$ cat src/rtl/bep_frame_pkg.sv
// Shared definitions for the BEP thermostat frame.
// Holds field widths, frame length, the encoder state enum and the
// packed frame layout. The struct member order is the on-wire order,
// MSB of the struct first, and is shared with serial_decode.
package bep_frame_pkg;

    localparam int PREAMBLE_W = 32;
    localparam int TYPE_W     = 16;
    localparam int CONSTANT_W = 32;
    localparam int ID_W       = 32;
    localparam int TEMP_W     = 16;
    localparam int STATE_W    = 8;
    localparam int TAIL_W     = 8;
    localparam int FRAME_BITS = 192;

    typedef enum logic [1:0] {
        IDLE,
        SEND,
        GUARD
    } bep_state_e;

    // Declaration order == transmit order (first member is sent first).
    typedef struct packed {
        logic [PREAMBLE_W-1:0] preamble;
        logic [TYPE_W-1:0]     type_1;
        logic [TYPE_W-1:0]     type_2;
        logic [CONSTANT_W-1:0] constant;
        logic [ID_W-1:0]       thermostat_id;
        logic [TEMP_W-1:0]     room_temp;
        logic [TEMP_W-1:0]     set_temp;
        logic [STATE_W-1:0]    state;
        logic [TAIL_W-1:0]     tail_1;
        logic [TAIL_W-1:0]     tail_2;
        logic [TAIL_W-1:0]     tail_3;
    } bep_frame_t;

endpackage

$ cat src/rtl/bep_frame_encode_half_bit_timer.sv
// half_bit_timer: free-running half-bit cycle counter.
// Ports:
//   clock, reset_n : clock and asynchronous active-low reset
//   clear          : hold the counter at 0 (used outside SEND)
//   tick           : high on the last cycle of each half-bit
module half_bit_timer #(
    parameter int HALF_BIT_CYCLES = 4
) (
    input  logic clock,
    input  logic reset_n,
    input  logic clear,
    output logic tick
);

    localparam int CNT_W = (HALF_BIT_CYCLES > 1) ? $clog2(HALF_BIT_CYCLES) : 1;
    localparam logic [CNT_W-1:0] LAST = CNT_W'(HALF_BIT_CYCLES - 1);

    logic [CNT_W-1:0] cnt_q, cnt_d;

    assign tick = ~clear && (cnt_q == LAST);

    always_comb begin
        cnt_d = cnt_q + CNT_W'(1);
        if (clear || tick) cnt_d = '0;
    end

    always_ff @(posedge clock or negedge reset_n) begin
        if (!reset_n) cnt_q <= '0;
        else          cnt_q <= cnt_d;
    end

endmodule

$ cat src/rtl/bep_frame_encode.sv
// bep_frame_encode: latches one BEP frame and sends it MSB-first as an
// IEEE 802.3 Manchester line (bit b -> ~b then b), followed by a guard
// interval at IDLE_LEVEL, then a one-cycle done pulse.
// Ports:
//   clock, reset_n      : clock and asynchronous active-low reset
//   start               : request, accepted only in IDLE
//   preamble..tail_3    : frame fields, sampled on acceptance only
//   tx_out              : registered Manchester line
//   busy                : high for the whole frame plus guard
//   done                : one-cycle pulse after the guard
//   bit_index           : index of the bit on the line (191..0), 0 otherwise
module bep_frame_encode
    import bep_frame_pkg::*;
#(
    parameter int   HALF_BIT_CYCLES = 4,
    parameter int   GUARD_HALF_BITS = 8,
    parameter logic IDLE_LEVEL      = 1'b0
) (
    input  logic        clock,
    input  logic        reset_n,
    input  logic        start,
    input  logic [31:0] preamble,
    input  logic [15:0] type_1,
    input  logic [15:0] type_2,
    input  logic [31:0] constant,
    input  logic [31:0] thermostat_id,
    input  logic [15:0] room_temp,
    input  logic [15:0] set_temp,
    input  logic [7:0]  state,
    input  logic [7:0]  tail_1,
    input  logic [7:0]  tail_2,
    input  logic [7:0]  tail_3,
    output logic        tx_out,
    output logic        busy,
    output logic        done,
    output logic [7:0]  bit_index
);

    localparam int GUARD_CYC = GUARD_HALF_BITS * HALF_BIT_CYCLES;
    localparam int GRD_W     = (GUARD_CYC > 1) ? $clog2(GUARD_CYC) : 1;
    localparam logic [GRD_W-1:0] GRD_LAST = GRD_W'(GUARD_CYC - 1);

    bep_state_e            state_q, state_d;
    logic [FRAME_BITS-1:0] shreg_q, shreg_d;
    logic                  phase_q, phase_d;  // 0: first half (~b), 1: second half (b)
    logic [GRD_W-1:0]      guard_q, guard_d;
    logic                  tx_q, tx_d;
    logic                  busy_q, busy_d;
    logic                  done_q, done_d;
    logic [7:0]            idx_q, idx_d;
    logic                  tick;
    bep_frame_t            frame_in;

    always_comb begin
        frame_in.preamble      = preamble;
        frame_in.type_1        = type_1;
        frame_in.type_2        = type_2;
        frame_in.constant      = constant;
        frame_in.thermostat_id = thermostat_id;
        frame_in.room_temp     = room_temp;
        frame_in.set_temp      = set_temp;
        frame_in.state         = state;
        frame_in.tail_1        = tail_1;
        frame_in.tail_2        = tail_2;
        frame_in.tail_3        = tail_3;
    end

    // Timer only runs in SEND, so every bit starts with a full half-bit.
    half_bit_timer #(.HALF_BIT_CYCLES(HALF_BIT_CYCLES)) u_timer (
        .clock   (clock),
        .reset_n (reset_n),
        .clear   (state_q != SEND),
        .tick    (tick)
    );

    always_comb begin
        state_d = state_q;
        shreg_d = shreg_q;
        phase_d = phase_q;
        guard_d = guard_q;
        tx_d    = tx_q;
        busy_d  = busy_q;
        done_d  = 1'b0;
        idx_d   = idx_q;
        unique case (state_q)
            IDLE: begin
                tx_d   = IDLE_LEVEL;
                busy_d = 1'b0;
                idx_d  = 8'd0;
                if (start) begin
                    shreg_d = frame_in;
                    state_d = SEND;
                    phase_d = 1'b0;
                    busy_d  = 1'b1;
                    idx_d   = 8'(FRAME_BITS - 1);
                    tx_d    = ~preamble[31];
                end
            end
            SEND: begin
                if (tick) begin
                    if (!phase_q) begin
                        phase_d = 1'b1;
                        tx_d    = shreg_q[FRAME_BITS-1];
                    end else if (idx_q == 8'd0) begin
                        phase_d = 1'b0;
                        state_d = GUARD;
                        guard_d = '0;
                        tx_d    = IDLE_LEVEL;
                    end else begin
                        // Next bit's first half is already visible at shreg[190].
                        phase_d = 1'b0;
                        shreg_d = shreg_q << 1;
                        idx_d   = idx_q - 8'd1;
                        tx_d    = ~shreg_q[FRAME_BITS-2];
                    end
                end
            end
            GUARD: begin
                tx_d    = IDLE_LEVEL;
                guard_d = guard_q + GRD_W'(1);
                if (guard_q == GRD_LAST) begin
                    state_d = IDLE;
                    guard_d = '0;
                    busy_d  = 1'b0;
                    done_d  = 1'b1;
                end
            end
            default: state_d = IDLE;
        endcase
    end

    always_ff @(posedge clock or negedge reset_n) begin
        if (!reset_n) begin
            state_q <= IDLE;
            shreg_q <= '0;
            phase_q <= 1'b0;
            guard_q <= '0;
            tx_q    <= IDLE_LEVEL;
            busy_q  <= 1'b0;
            done_q  <= 1'b0;
            idx_q   <= 8'd0;
        end else begin
            state_q <= state_d;
            shreg_q <= shreg_d;
            phase_q <= phase_d;
            guard_q <= guard_d;
            tx_q    <= tx_d;
            busy_q  <= busy_d;
            done_q  <= done_d;
            idx_q   <= idx_d;
        end
    end

    assign tx_out    = tx_q;
    assign busy      = busy_q;
    assign done      = done_q;
    assign bit_index = idx_q;

endmodule

$ cat config.mk
export PLATFORM = sky130hd
export DESIGN_NAME = bep_frame_encode
export DESIGN_NICKNAME = d
export VERILOG_FILES = /design/src/rtl/bep_frame_pkg.sv /design/src/rtl/bep_frame_encode_half_bit_timer.sv /design/src/rtl/bep_frame_encode.sv
export SDC_FILE = /design/constraint.sdc
export NUM_CORES = 1
export LEC_CHECK = 0
export CORE_MARGIN = 10
export CORE_UTILIZATION = 35
export DETAILED_ROUTE_END_ITERATION = 7
export GPL_TIMING_DRIVEN = 0
export PLACE_DENSITY = 0.55
export SLEW_MARGIN = 20
export SYNTH_ARGS = -nofsm -noshare
export SYNTH_HDL_FRONTEND = slang
export SYNTH_SLANG_ARGS = --single-unit
$ cat constraint.sdc
create_clock -name clock -period 4.98 [get_ports clock]
set_input_delay 1.494 -clock clock [delete_from_list [all_inputs] [get_ports clock]]
set_output_delay 1.494 -clock clock [all_outputs]
set_load 0.05 [all_outputs]
==> results.json <==
{
  "global_route_wire_length_before_repair_um": 41400,
  "critical_path.cell_chain": "clkdlybuf4s50_1",
  "worst-path-max-fanout": 10,
  "dominantRegCellSynth": "dfrtp_1",
  "maximum_number_of_pins_on_one_net_before_global_route_repair": 87,
  "dr_wl_met2_um": 11100,
  "met1_length_um": 12500,
  "placementRows": 65,
  "maxSlewViolCount": 0,
  "maxCapViolations": 0,
  "gr-usage-all-layers": 0.129,
  "post_synth_inst_count": 758,
  "nFillCells": 2868,
  "hold_class": "reg2reg",
  "synth_largest_type_area_fraction": 0.476,
  "finalCritPeriodShare": 0.682,
  "report.final.hold_viol_count": 0,
  "tritoncts.num_buffers": 26,
  "cpMaxStageDelayCell": "clkdlybuf4s50_1",
  "detail_route.vias_per_cell": 4.70,
  "highest-signal-layer": "met5",
  "drc": 0,
  "clock_sinks": 213,
  "grt_pass1_vias": 7340,
  "initial_utilization": 0.355,
  "synth-async-reset-ratio": 1.00,
  "drtAntennaViolNets": 0,
  "p_leak_nw": 6.33,
  "clock.fmax_mhz": 295,
  "maxSlewHeadroom": 0.463,
  "cts_post_setup_buffers_inserted": 0,
  "cts.root.buffer_cell": "clkbuf_16",
  "grt_antenna_before_repair": 3,
  "synth.top_cells.by_count": "mux2_2, dfrtp_1, mux2_4",
  "holdBufCountCts": 0,
  "area_growth_syn_to_layout_pct": 31.0,
  "status": "complete, no violations",
  "syn_avg_cell_area_um2": 14.8,
  "ratio_of_cells_with_drive_above_1_in_the_final_layout": 0.407,
  "placedCellCount": 1367,
  "seq_area_frac_synth": 0.476,
  "total_via_count_after_detailed_routing": 6652,
  "wl_per_cell_um": 18.1,
  "most_frequent_cell_after_synthesis": "mux2_2",
  "grt.overflow.total": 0,
  "max_buffers_root_to_sink": 3,
  "longest_individual_stage_delay_on_the_worst_path_ps": 870,
  "worstPathArrival_ps": 1900,
  "synth.lib_cells_used.distinct": 45,
  "synth_nets": 961,
  "number_of_synthesized_flops_with_an_enable_pin": 0,
  "postCtsResizedCells": 0,
  "synth_largest_area_cell": "dfrtp_1",
  "hold_slack_ps": 445,
  "synthesis.yosys.warnings": 0,
  "finalNetCount": 1196,
  "timing.critical_path.max_delay_family": "buffers and inverters",
  "finalWirelength_um": 25600,
  "final_critical_path_setup_slack_ps": 1590,
  "post-route-min-period_ps": 3390,
  "wire_length_on_met3_um": 1680,
  "crit_path_start_kind": "flop",
  "grt_setup_unrepaired": "false",
  "power_density_nw_per_um2": 658,
  "clock_latency_ps": 520,
  "port_buffers": 205,
  "register_area_um2": 5330,
  "critical_path.endpoint_type": "output pin",
  "crit_type": "reg2out",
  "synthesis.area_um2": 11200,
  "worst_ir_drop_vdd_mv": 0.295,
  "netlist_top_cells_area": "dfrtp_1, mux2_2, mux2_4",
  "boundaryPins": 206,
  "die_w_um": 199,
  "area_taken_by_multi_input_logic_gates_um2": 5400,
  "finalWeightedCongestion": 0.722,
  "critical_path.n_buffers_inverters": 1,
  "total_half_perimeter_wirelength_after_legalization_and_detailed_placement_um": 18300,
  "worst-slew-pin-transition_ps": 797,
  "critPathRequiredTime_ps": 3490,
  "die_area_um2": 39500,
  "cts_tree": "done",
  "finalSetupViolCount": 0,
  "drt_first_pass_iters": 4,
  "stdcell_count": 1416,
  "worst_setup_hold_path_clk_slew_ps": 60,
  "die_height_um": 199,
  "htreeDepth": 1,
  "pre_cts_ws_ps": 1490,
  "core_um2": 31600,
  "postSynthRegisterBits": 213,
  "drtIter0Drc": 215,
  "skew_ps": 9.64
}
## logic make-up after synthesis
| logic type | count (synthesis) | synth area share |
|---|---|---|
| compound gates | 40 | 0.0242 |
| flops | 213 | 0.476 |
| mux | 385 | 0.421 |
| fa+ha+maj | 8 | 0.00894 |
| buf+inv | 52 | 0.0413 |
| simple gates | 60 | 0.0287 |
## cell type report
| cell class | count | area share |
|---|---|---|
| antenna | 2 | 0.000341 |
| buffer | 46 | 0.0299 |
| clock buffer | 42 | 0.0547 |
| clock inverter | 5 | 0.00358 |
| inverter | 6 | 0.00154 |
| multi-input combinational | 493 | 0.368 |
| sequential | 213 | 0.363 |
| tap | 402 | 0.0343 |
| timing repair buffer | 207 | 0.144 |
## final timing paths
check                            startpoint          endpoint  slack [ps]  depth (start not counted)
max                            bit_index[2]      bit_index[2]        1590                          1
min                        u_timer.cnt_q[0]  u_timer.cnt_q[0]         440                          1
max reg2reg                      state_q[1]        shreg_q[1]        2160                          7
min reg2reg                u_timer.cnt_q[0]  u_timer.cnt_q[0]         440                          1
max in group asynchronous           reset_n      shreg_q[116]        3190                          2
min in group asynchronous           reset_n       shreg_q[82]         940                          1
## stage by stage
stage / util / TNS (ps) / area, um2 / power, mW
floorplan: - / 0 / 11200 / 6.90
global placement: 0.436 / -1583840 / 13700 / 7.79
detailed placement: 0.438 / 0 / 13800 / 7.86
CTS: 0.465 / 0 / 14700 / 9.80
global route: 0.465 / 0 / 14700 / 10.3
finish: 0.465 / 0 / 14700 / 9.65
## sequential cells by signal, summed over array words and instances, names as in the netlist
name	cells
shreg_q	192
bit_index	8
guard_q	5
state_q	2
u_timer.cnt_q	2
busy	1
done	1
phase_q	1
tx_out	1
## routing by layer
metal | GRT usage | up-vias
li1 | - | 3232
met1 | 0.180 | 3242
met2 | 0.193 | 150
met3 | 0.0363 | 26
met4 | 0.0271 | 2
met5 | 0 | -
## placed cells by master (no fill, tap or decap), types with 4 or more instances in the layout
cell type and count:
a21oi_1 12, a31oi_1 5, buf_12 12, buf_6 7
clkbuf_1 29, clkbuf_16 27, clkbuf_8 7, clkdlybuf4s50_1 204
dfrtp_1 213, ha_1 8, inv_1 6, mux2_1 41
mux2_2 241, mux2_4 100, nand2_1 15, nand2b_1 6
nand3_1 5, nor2_1 10, o21ai_0 9, or3_1 4
## power breakdown
part / switching (mW) / internal (mW) / leakage (nW)
clock network: 0.731 / 1.15 / 0.419
registers: 0.460 / 2.63 / 2.55
logic: 1.72 / 2.96 / 3.37
No activity file was read; power rests on OpenSTA's default activity.
